`src/rtl/relay_ripple_adder_pkg.sv`:
```
// Shared types for the relay ALU: operation codes and ripple-adder FSM states.
package relay_alu_pkg;

  typedef enum logic [1:0] {
    ADD  = 2'b00,
    ADC  = 2'b01,
    INC  = 2'b10,
    RSVD = 2'b11
  } op_t;

  typedef enum logic [1:0] {
    IDLE,
    RIPPLE,
    DONE
  } adder_state_t;

endpackage

```
`src/rtl/relay_ripple_adder_if.sv`:
```
// Request/result handshake bus between the ALU sequencer and the relay ripple adder.
interface relay_ripple_adder_if
  import relay_alu_pkg::*;
#(
  parameter int WIDTH = 8
);
  logic             start_valid;
  logic             start_ready;
  op_t              op;
  logic [WIDTH-1:0] b_in;
  logic [WIDTH-1:0] c_in;
  logic             carry_in;
  logic             done_valid;
  logic             done_ready;
  logic [WIDTH-1:0] sum;
  logic             carry_out;
  logic             zero;
  logic             sign;
  logic             busy;

  modport master (
    output start_valid, op, b_in, c_in, carry_in, done_ready,
    input  start_ready, done_valid, sum, carry_out, zero, sign, busy
  );

  modport slave (
    input  start_valid, op, b_in, c_in, carry_in, done_ready,
    output start_ready, done_valid, sum, carry_out, zero, sign, busy
  );
endinterface

```
`src/rtl/relay_ripple_adder_full_adder_cell.sv`:
```
// Combinational 1-bit full adder, shared across all bit positions of the ripple adder.
module full_adder_cell (
  input  logic a,
  input  logic b,
  input  logic cin,
  output logic s,
  output logic cout
);
  assign s    = a ^ b ^ cin;
  assign cout = (a & b) | (a & cin) | (b & cin);
endmodule

```
`src/rtl/relay_ripple_adder.sv`:
```
// Bit-serial relay adder: one full-adder cell resolves one bit every RELAY_DELAY cycles, LSB first.
module relay_ripple_adder
  import relay_alu_pkg::*;
#(
  parameter int WIDTH       = 8,
  parameter int RELAY_DELAY = 2
) (
  input  logic                 clk,
  input  logic                 rst_n,
  relay_ripple_adder_if.slave  bus
);
  localparam int IDX_W = $clog2(WIDTH + 1);
  localparam int CNT_W = (RELAY_DELAY > 1) ? $clog2(RELAY_DELAY) : 1;

  adder_state_t     state, state_next;
  logic [WIDTH-1:0] a_sh, c_sh, bit_mask, work_sum, sum_next;
  logic [WIDTH-1:0] sum_q;
  logic             carry, carry_q, zero_q, sign_q;
  logic [IDX_W-1:0] idx;
  logic [CNT_W-1:0] cnt;
  logic             fa_sum, fa_carry, resolve, last;

  // Operands shift right so the cell always sees bit[idx] at position 0;
  // the one-hot mask marks where the resolved bit lands in the working sum.
  full_adder_cell u_cell (
    .a    (a_sh[0]),
    .b    (c_sh[0]),
    .cin  (carry),
    .s    (fa_sum),
    .cout (fa_carry)
  );

  assign resolve  = (state == RIPPLE) && (cnt == CNT_W'(RELAY_DELAY - 1));
  assign last     = resolve && (idx == IDX_W'(WIDTH - 1));
  assign sum_next = work_sum | (fa_sum ? bit_mask : '0);

  always_ff @(posedge clk or negedge rst_n) begin
    if (!rst_n) state <= IDLE;
    else        state <= state_next;
  end

  always_comb begin
    state_next = state;
    case (state)
      IDLE:    if (bus.start_valid) state_next = RIPPLE;
      RIPPLE:  if (last)            state_next = DONE;
      DONE:    if (bus.done_ready)  state_next = IDLE;
      default:                      state_next = IDLE;
    endcase
  end

  always_ff @(posedge clk or negedge rst_n) begin
    if (!rst_n) begin
      a_sh     <= '0;
      c_sh     <= '0;
      bit_mask <= '0;
      work_sum <= '0;
      carry    <= 1'b0;
      idx      <= '0;
      cnt      <= '0;
      sum_q    <= '0;
      carry_q  <= 1'b0;
      zero_q   <= 1'b0;
      sign_q   <= 1'b0;
    end else begin
      if (state == IDLE && bus.start_valid) begin
        a_sh     <= bus.b_in;
        c_sh     <= (bus.op == INC) ? '0 : bus.c_in;
        carry    <= (bus.op == ADC) ? bus.carry_in : (bus.op == INC);
        bit_mask <= WIDTH'(1);
        work_sum <= '0;
        idx      <= '0;
        cnt      <= '0;
      end else if (state == RIPPLE) begin
        if (resolve) begin
          a_sh     <= a_sh >> 1;
          c_sh     <= c_sh >> 1;
          bit_mask <= bit_mask << 1;
          work_sum <= sum_next;
          carry    <= fa_carry;
          idx      <= idx + 1'b1;
          cnt      <= '0;
          if (last) begin
            sum_q   <= sum_next;
            carry_q <= fa_carry;
            zero_q  <= (sum_next == '0);
            sign_q  <= sum_next[WIDTH-1];
          end
        end else begin
          cnt <= cnt + 1'b1;
        end
      end
    end
  end

  assign bus.start_ready = (state == IDLE);
  assign bus.done_valid  = (state == DONE);
  assign bus.busy        = (state != IDLE);
  assign bus.sum         = sum_q;
  assign bus.carry_out   = carry_q;
  assign bus.zero        = zero_q;
  assign bus.sign        = sign_q;
endmodule

```
`src/flat_wrapper.sv`:
```
// flat-port wrapper written by rule: the top's interface ports become plain ports
module relay_ripple_adder_flat import relay_alu_pkg::*;
#(
  parameter int WIDTH       = 8,
  parameter int RELAY_DELAY = 2
)
  (clk, rst_n, bus_start_valid, bus_op, bus_b_in, bus_c_in, bus_carry_in, bus_done_ready, bus_start_ready, bus_done_valid, bus_sum, bus_carry_out, bus_zero, bus_sign, bus_busy);
  relay_ripple_adder_if #(.WIDTH(WIDTH)) bus_i ();
  input  logic clk;
  input  logic rst_n;
  input wire logic [$bits(bus_i.start_valid)-1:0] bus_start_valid;
  input wire logic [$bits(bus_i.op)-1:0] bus_op;
  input wire logic [$bits(bus_i.b_in)-1:0] bus_b_in;
  input wire logic [$bits(bus_i.c_in)-1:0] bus_c_in;
  input wire logic [$bits(bus_i.carry_in)-1:0] bus_carry_in;
  input wire logic [$bits(bus_i.done_ready)-1:0] bus_done_ready;
  output wire logic [$bits(bus_i.start_ready)-1:0] bus_start_ready;
  output wire logic [$bits(bus_i.done_valid)-1:0] bus_done_valid;
  output wire logic [$bits(bus_i.sum)-1:0] bus_sum;
  output wire logic [$bits(bus_i.carry_out)-1:0] bus_carry_out;
  output wire logic [$bits(bus_i.zero)-1:0] bus_zero;
  output wire logic [$bits(bus_i.sign)-1:0] bus_sign;
  output wire logic [$bits(bus_i.busy)-1:0] bus_busy;
  assign bus_i.start_valid = bus_start_valid;
  assign bus_i.op = bus_op;
  assign bus_i.b_in = bus_b_in;
  assign bus_i.c_in = bus_c_in;
  assign bus_i.carry_in = bus_carry_in;
  assign bus_i.done_ready = bus_done_ready;
  assign bus_start_ready = bus_i.start_ready;
  assign bus_done_valid = bus_i.done_valid;
  assign bus_sum = bus_i.sum;
  assign bus_carry_out = bus_i.carry_out;
  assign bus_zero = bus_i.zero;
  assign bus_sign = bus_i.sign;
  assign bus_busy = bus_i.busy;
  relay_ripple_adder #(.WIDTH(WIDTH), .RELAY_DELAY(RELAY_DELAY)) u_core (.clk(clk), .rst_n(rst_n), .bus(bus_i));
endmodule
```
`config.mk`:
```
export PLATFORM = sky130hd
export DESIGN_NAME = relay_ripple_adder_flat
export DESIGN_NICKNAME = d
export VERILOG_FILES = /design/src/rtl/relay_ripple_adder_pkg.sv /design/src/rtl/relay_ripple_adder_if.sv /design/src/rtl/relay_ripple_adder_full_adder_cell.sv /design/src/rtl/relay_ripple_adder.sv /design/src/flat_wrapper.sv
export SDC_FILE = /design/constraint.sdc
export NUM_CORES = 1
export LEC_CHECK = 0
export CAP_MARGIN = 0
export CORE_MARGIN = 2
export CORE_UTILIZATION = 40
export DETAILED_ROUTE_END_ITERATION = 10
export HOLD_SLACK_MARGIN = 0.05
export PLACE_DENSITY = 0.7
export SYNTH_ARGS = -nofsm -noshare
export SYNTH_HDL_FRONTEND = slang
export SYNTH_SLANG_ARGS = --single-unit
```
`constraint.sdc`:
```
create_clock -name clk -period 1.6 [get_ports clk]
set_input_delay 0.32 -clock clk [delete_from_list [all_inputs] [get_ports clk]]
set_output_delay 0.32 -clock clk [all_outputs]
set_load 0.02 [all_outputs]
```
==> results.md <==
* Run status: finished, final reports clean
* Fill cells at 488
* Reg2Reg Capture Point: u_core.work_sum[2]$_DFFE_PN0P_
* Cells taking the most area after synthesis: dfrtp_1 (56%), a22o_1 (6.3%), mux2i_1 (4.0%)
* Tot Pwr at 5.16 mW
* NetSw at 2.01 mW
* Final period util at 97.7%
* Crit Path Class: reg2reg
* Yosys reg bits at 50
* I/O Pins at 37
* Area leader, netlist: dfrtp_1
* Die Ht at 78.7 um
* Antenna violations before repair at 0
* Syn Inst Count at 192
* Synth-to-Final Area Change at 28.3%
* DIE AREA at 6200 sq um
* Worst R2R Setup Slack at 0.04 ns
* Synth Area per Inst at 11.6 sq um
* Hpwl dp at 3090 um
* Clock network power share at 15.0%
* Gr usage total at 15.8%
* Netlist cell types at 38
* CP delay by family, top: adder cells
* Rel. slew slack at 74.0%
* Yosys Warn Count at 0
* WL final at 4420 um
* Flop pwr share at 41.1%
* Sw Share at 39.0%
* Worst-path cell chain: inv_2 > fa_2 > and4bb_4 > a22o_1
* CP peak stage delay at 0.59 ns
* Hold endpoint: u_core.a_sh[4]$_DFFE_PN0P_
* Mapped Nets at 217
* Non-filler cells, final at 315
* Worst Clk Skew at 0.00874 ns
* Fmax at 640 MHz
* Core footprint at 5440 sq um
* Clk Tree Root Cell: clkbuf_8
* Startpoint of the worst hold path: u_core.a_sh[5]$_DFFE_PN0P_
* Layout cell share with drive strength beyond 1 at 17.7%
* Worst Path Arrival at 1.77 ns
* Post-route ant nets at 0
* Total leakage power at 1.40 nW
* RR Startpoint: u_core.a_sh[0]$_DFFE_PN0P_
* Clock-pin slew on the worst setup and hold paths at 0.09 ns
* Rows at 27
* Routed wire per std cell at 14.0 um
* CTS max path bufs at 2
* # diodes at 0
* Nets at 267
* H-tree depth at 2
* Power share of the combinational group at 43.9%
* Crit-path slowest cell: fa_2
* Remaining DRCs at 0
* Syn Std Cell Area at 2230 sq um
* CP Launch Type: register
* Pwr Density at 1800 nW/um^2
* First-pass GRT wire length at 7750 um
* R2R depth at 4
* CTS tree: built
* Number of global-route vias before repair at 1,649
* Setup violations, final at 0
* CP required at 1.80 ns
* CP startpoint: u_core.a_sh[0]$_DFFE_PN0P_
* Worst hold slack at 0.499 ns
* Tmin final at 1.56 ns
* Cell count after placement at 303
* Peak VDD IR at 811 uV
* 1st-iter DRT viols at 82
* Global route overflow at 0
* Worst Path Max Fanout at 8
* Worst Path Buf+Inv at 1
* 1st-pass router iterations at 4
* Power Internal at 3.15 mW
* Routed via count at 1,599
* Starting density of the core at 41.1%
* Max Cap Viol at 0
* Clock sink count at 50
* Die Wd at 78.7 um
* Largest net degree at the start of global routing at 51
* Port bufs at 36
* Hold crit path type: reg2reg
* Hold Path Cell Cnt at 2
* Gp weighted congestion at 0.749
* RSZ-0062 raised after global routing: yes
* Clock Latency Late Sink at 0.31 ns
* Sequential share of the synthesized area at 56.0%
* Yosys top cell area share at 56.0%
* Worst-Margin Slew at 0.389 ns
* Fin. Hold Viols at 0
* Total CTS buffers at 5
* Slew Viols, Final at 0
* CP Capture Type: register
* Via count normalized by instance count at 5.08
-- placed cells by master (no fill, tap or decap), types with 5 or more instances in the layout --
cell	count
a21oi_1	10
a221o_1	8
a22o_1	16
a22oi_1	6
and3_1	6
buf_4	17
clkbuf_8	6
clkdlybuf4s50_1	21
dfrtp_1	48
dlygate4sd2_1	8
inv_1	11
mux2i_1	9
nand2_1	11
nand3_1	8
o21ai_0	5
-- power groups by stage --
| stage | combinational [mW] | clock [mW] | sequential (mW) |
|---|---|---|---|
| floorplan | 1.54 | 0 | 2.14 |
| global placement | 2.22 | 0 | 2.13 |
| detailed placement | 2.27 | 0 | 2.14 |
| CTS | 2.23 | 0.790 | 2.12 |
| global route | 2.51 | 0.845 | 2.19 |
| finish | 2.26 | 0.772 | 2.12 |
-- cell usage after synthesis, drive strengths merged --
cell and number:
nand4b 1, a21oi 12, and2 1, buf 11, o31ai 1, nor2 7
nor3 2, o21bai 1, a21o 1, dfrtp 50, nor4 4, nand2b 3
nand3 8, mux2i 9, or3 1, ha 1, o211ai 1, and3 6
o21a 1, nand2 11, a221o 8, and3b 1, nor3b 1, clkbuf 2
or3b 1, fa 1, xor2 1, inv 14, o41ai 1, a22o 16
nand3b 1, and4bb 1, a22oi 6, nor2b 1, o21ai 5
-- what timing repair did --
item | 4_1_cts | 5_1_grt
hold buffers | 1 | 0
gates resized for setup | 14 | 13
setup buffers | 0 | 3
gates cloned | 0 | 0
setup endpoints to repair | 18 | 23
pin swaps | 0 | 9
endpoints found under the hold margin | 50 | 0
-- how the worst max path moves through the flow --
stage,to,cells after the start
CTS,bus_sum[0],1
detailed placement,u_core.a_sh[0]$_DFFE_PN0P_,5
global route,u_core.work_sum[0]$_DFFE_PN0P_,5
finish,u_core.work_sum[2]$_DFFE_PN0P_,4
floorplan,u_core.work_sum[0]$_DFFE_PN0P_,6
global placement,u_core.a_sh[0]$_DFFE_PN0P_,5
-- tightest hold or removal path, stage by stage, from the launching register on --
cell     delay (ns)
dfrtp_1        0.35
a22oi_1        0.07
nand2_1        0.05
-- per-layer routing --
metal / track usage (%) / vias up / part of all wire [%]
li1: - / 797 / -
met1: 21.1 / 762 / 47
met2: 25.7 / 34 / 48
met3: 3.41 / 6 / 3.5
met4: 4.74 / 0 / 1.2
met5: 0 / - / 0
-- cells by family after synthesis --
| group | share of synthesized area (%) |
|---|---|
| AOI/OAI and AO/OA | 17.7 |
| adders and majority gates | 1.46 |
| and+or+nand+nor | 13.6 |
| xor gates and xnor gates | 0.392 |
| muxes | 4.03 |
| DFF | 56.0 |
| buffers and inverters | 6.77 |
-- registers in the layout, indices dropped and copies added (netlist names) --
register and flops:
u_core.work_sum 8, u_core.bus.zero 1, u_core.state 2, u_core.c_sh 8, u_core.bit_mask 8, u_core.bus.sum 8, u_core.a_sh 8, u_core.bus.carry_out 1
u_core.cnt 1, u_core.carry 1, u_core.idx 4
-- cell type report --
type	count	area [sq um]	area share, %
Clock inverter	2	12.5	0.436
Multi-Input combinational cell	115	848	29.6
Sequential cell	50	1250	43.7
Tap cell	72	90.1	3.14
Timing Repair Buffer	56	528	18.4
Clock buffer	6	82.6	2.88
Inverter	14	52.6	1.83
-- stage by stage --
stage | worst slack [ns] | setup TNS [ns] | cell area (sq um) | utilization [%]
after floorplan | 0.000867 | 0 | 2230 | -
after CTS | 0.0000412 | 0 | 2830 | 52.0
after global placement | -0.142 | -2.45 | 2730 | 50.1
after detailed placement | -0.164 | -3.20 | 2730 | 50.1
final | 0.0364 | 0 | 2870 | 52.7
after global routing | -0.0534 | -0.274 | 2870 | 52.7
Power figures use the tool's default switching activity.
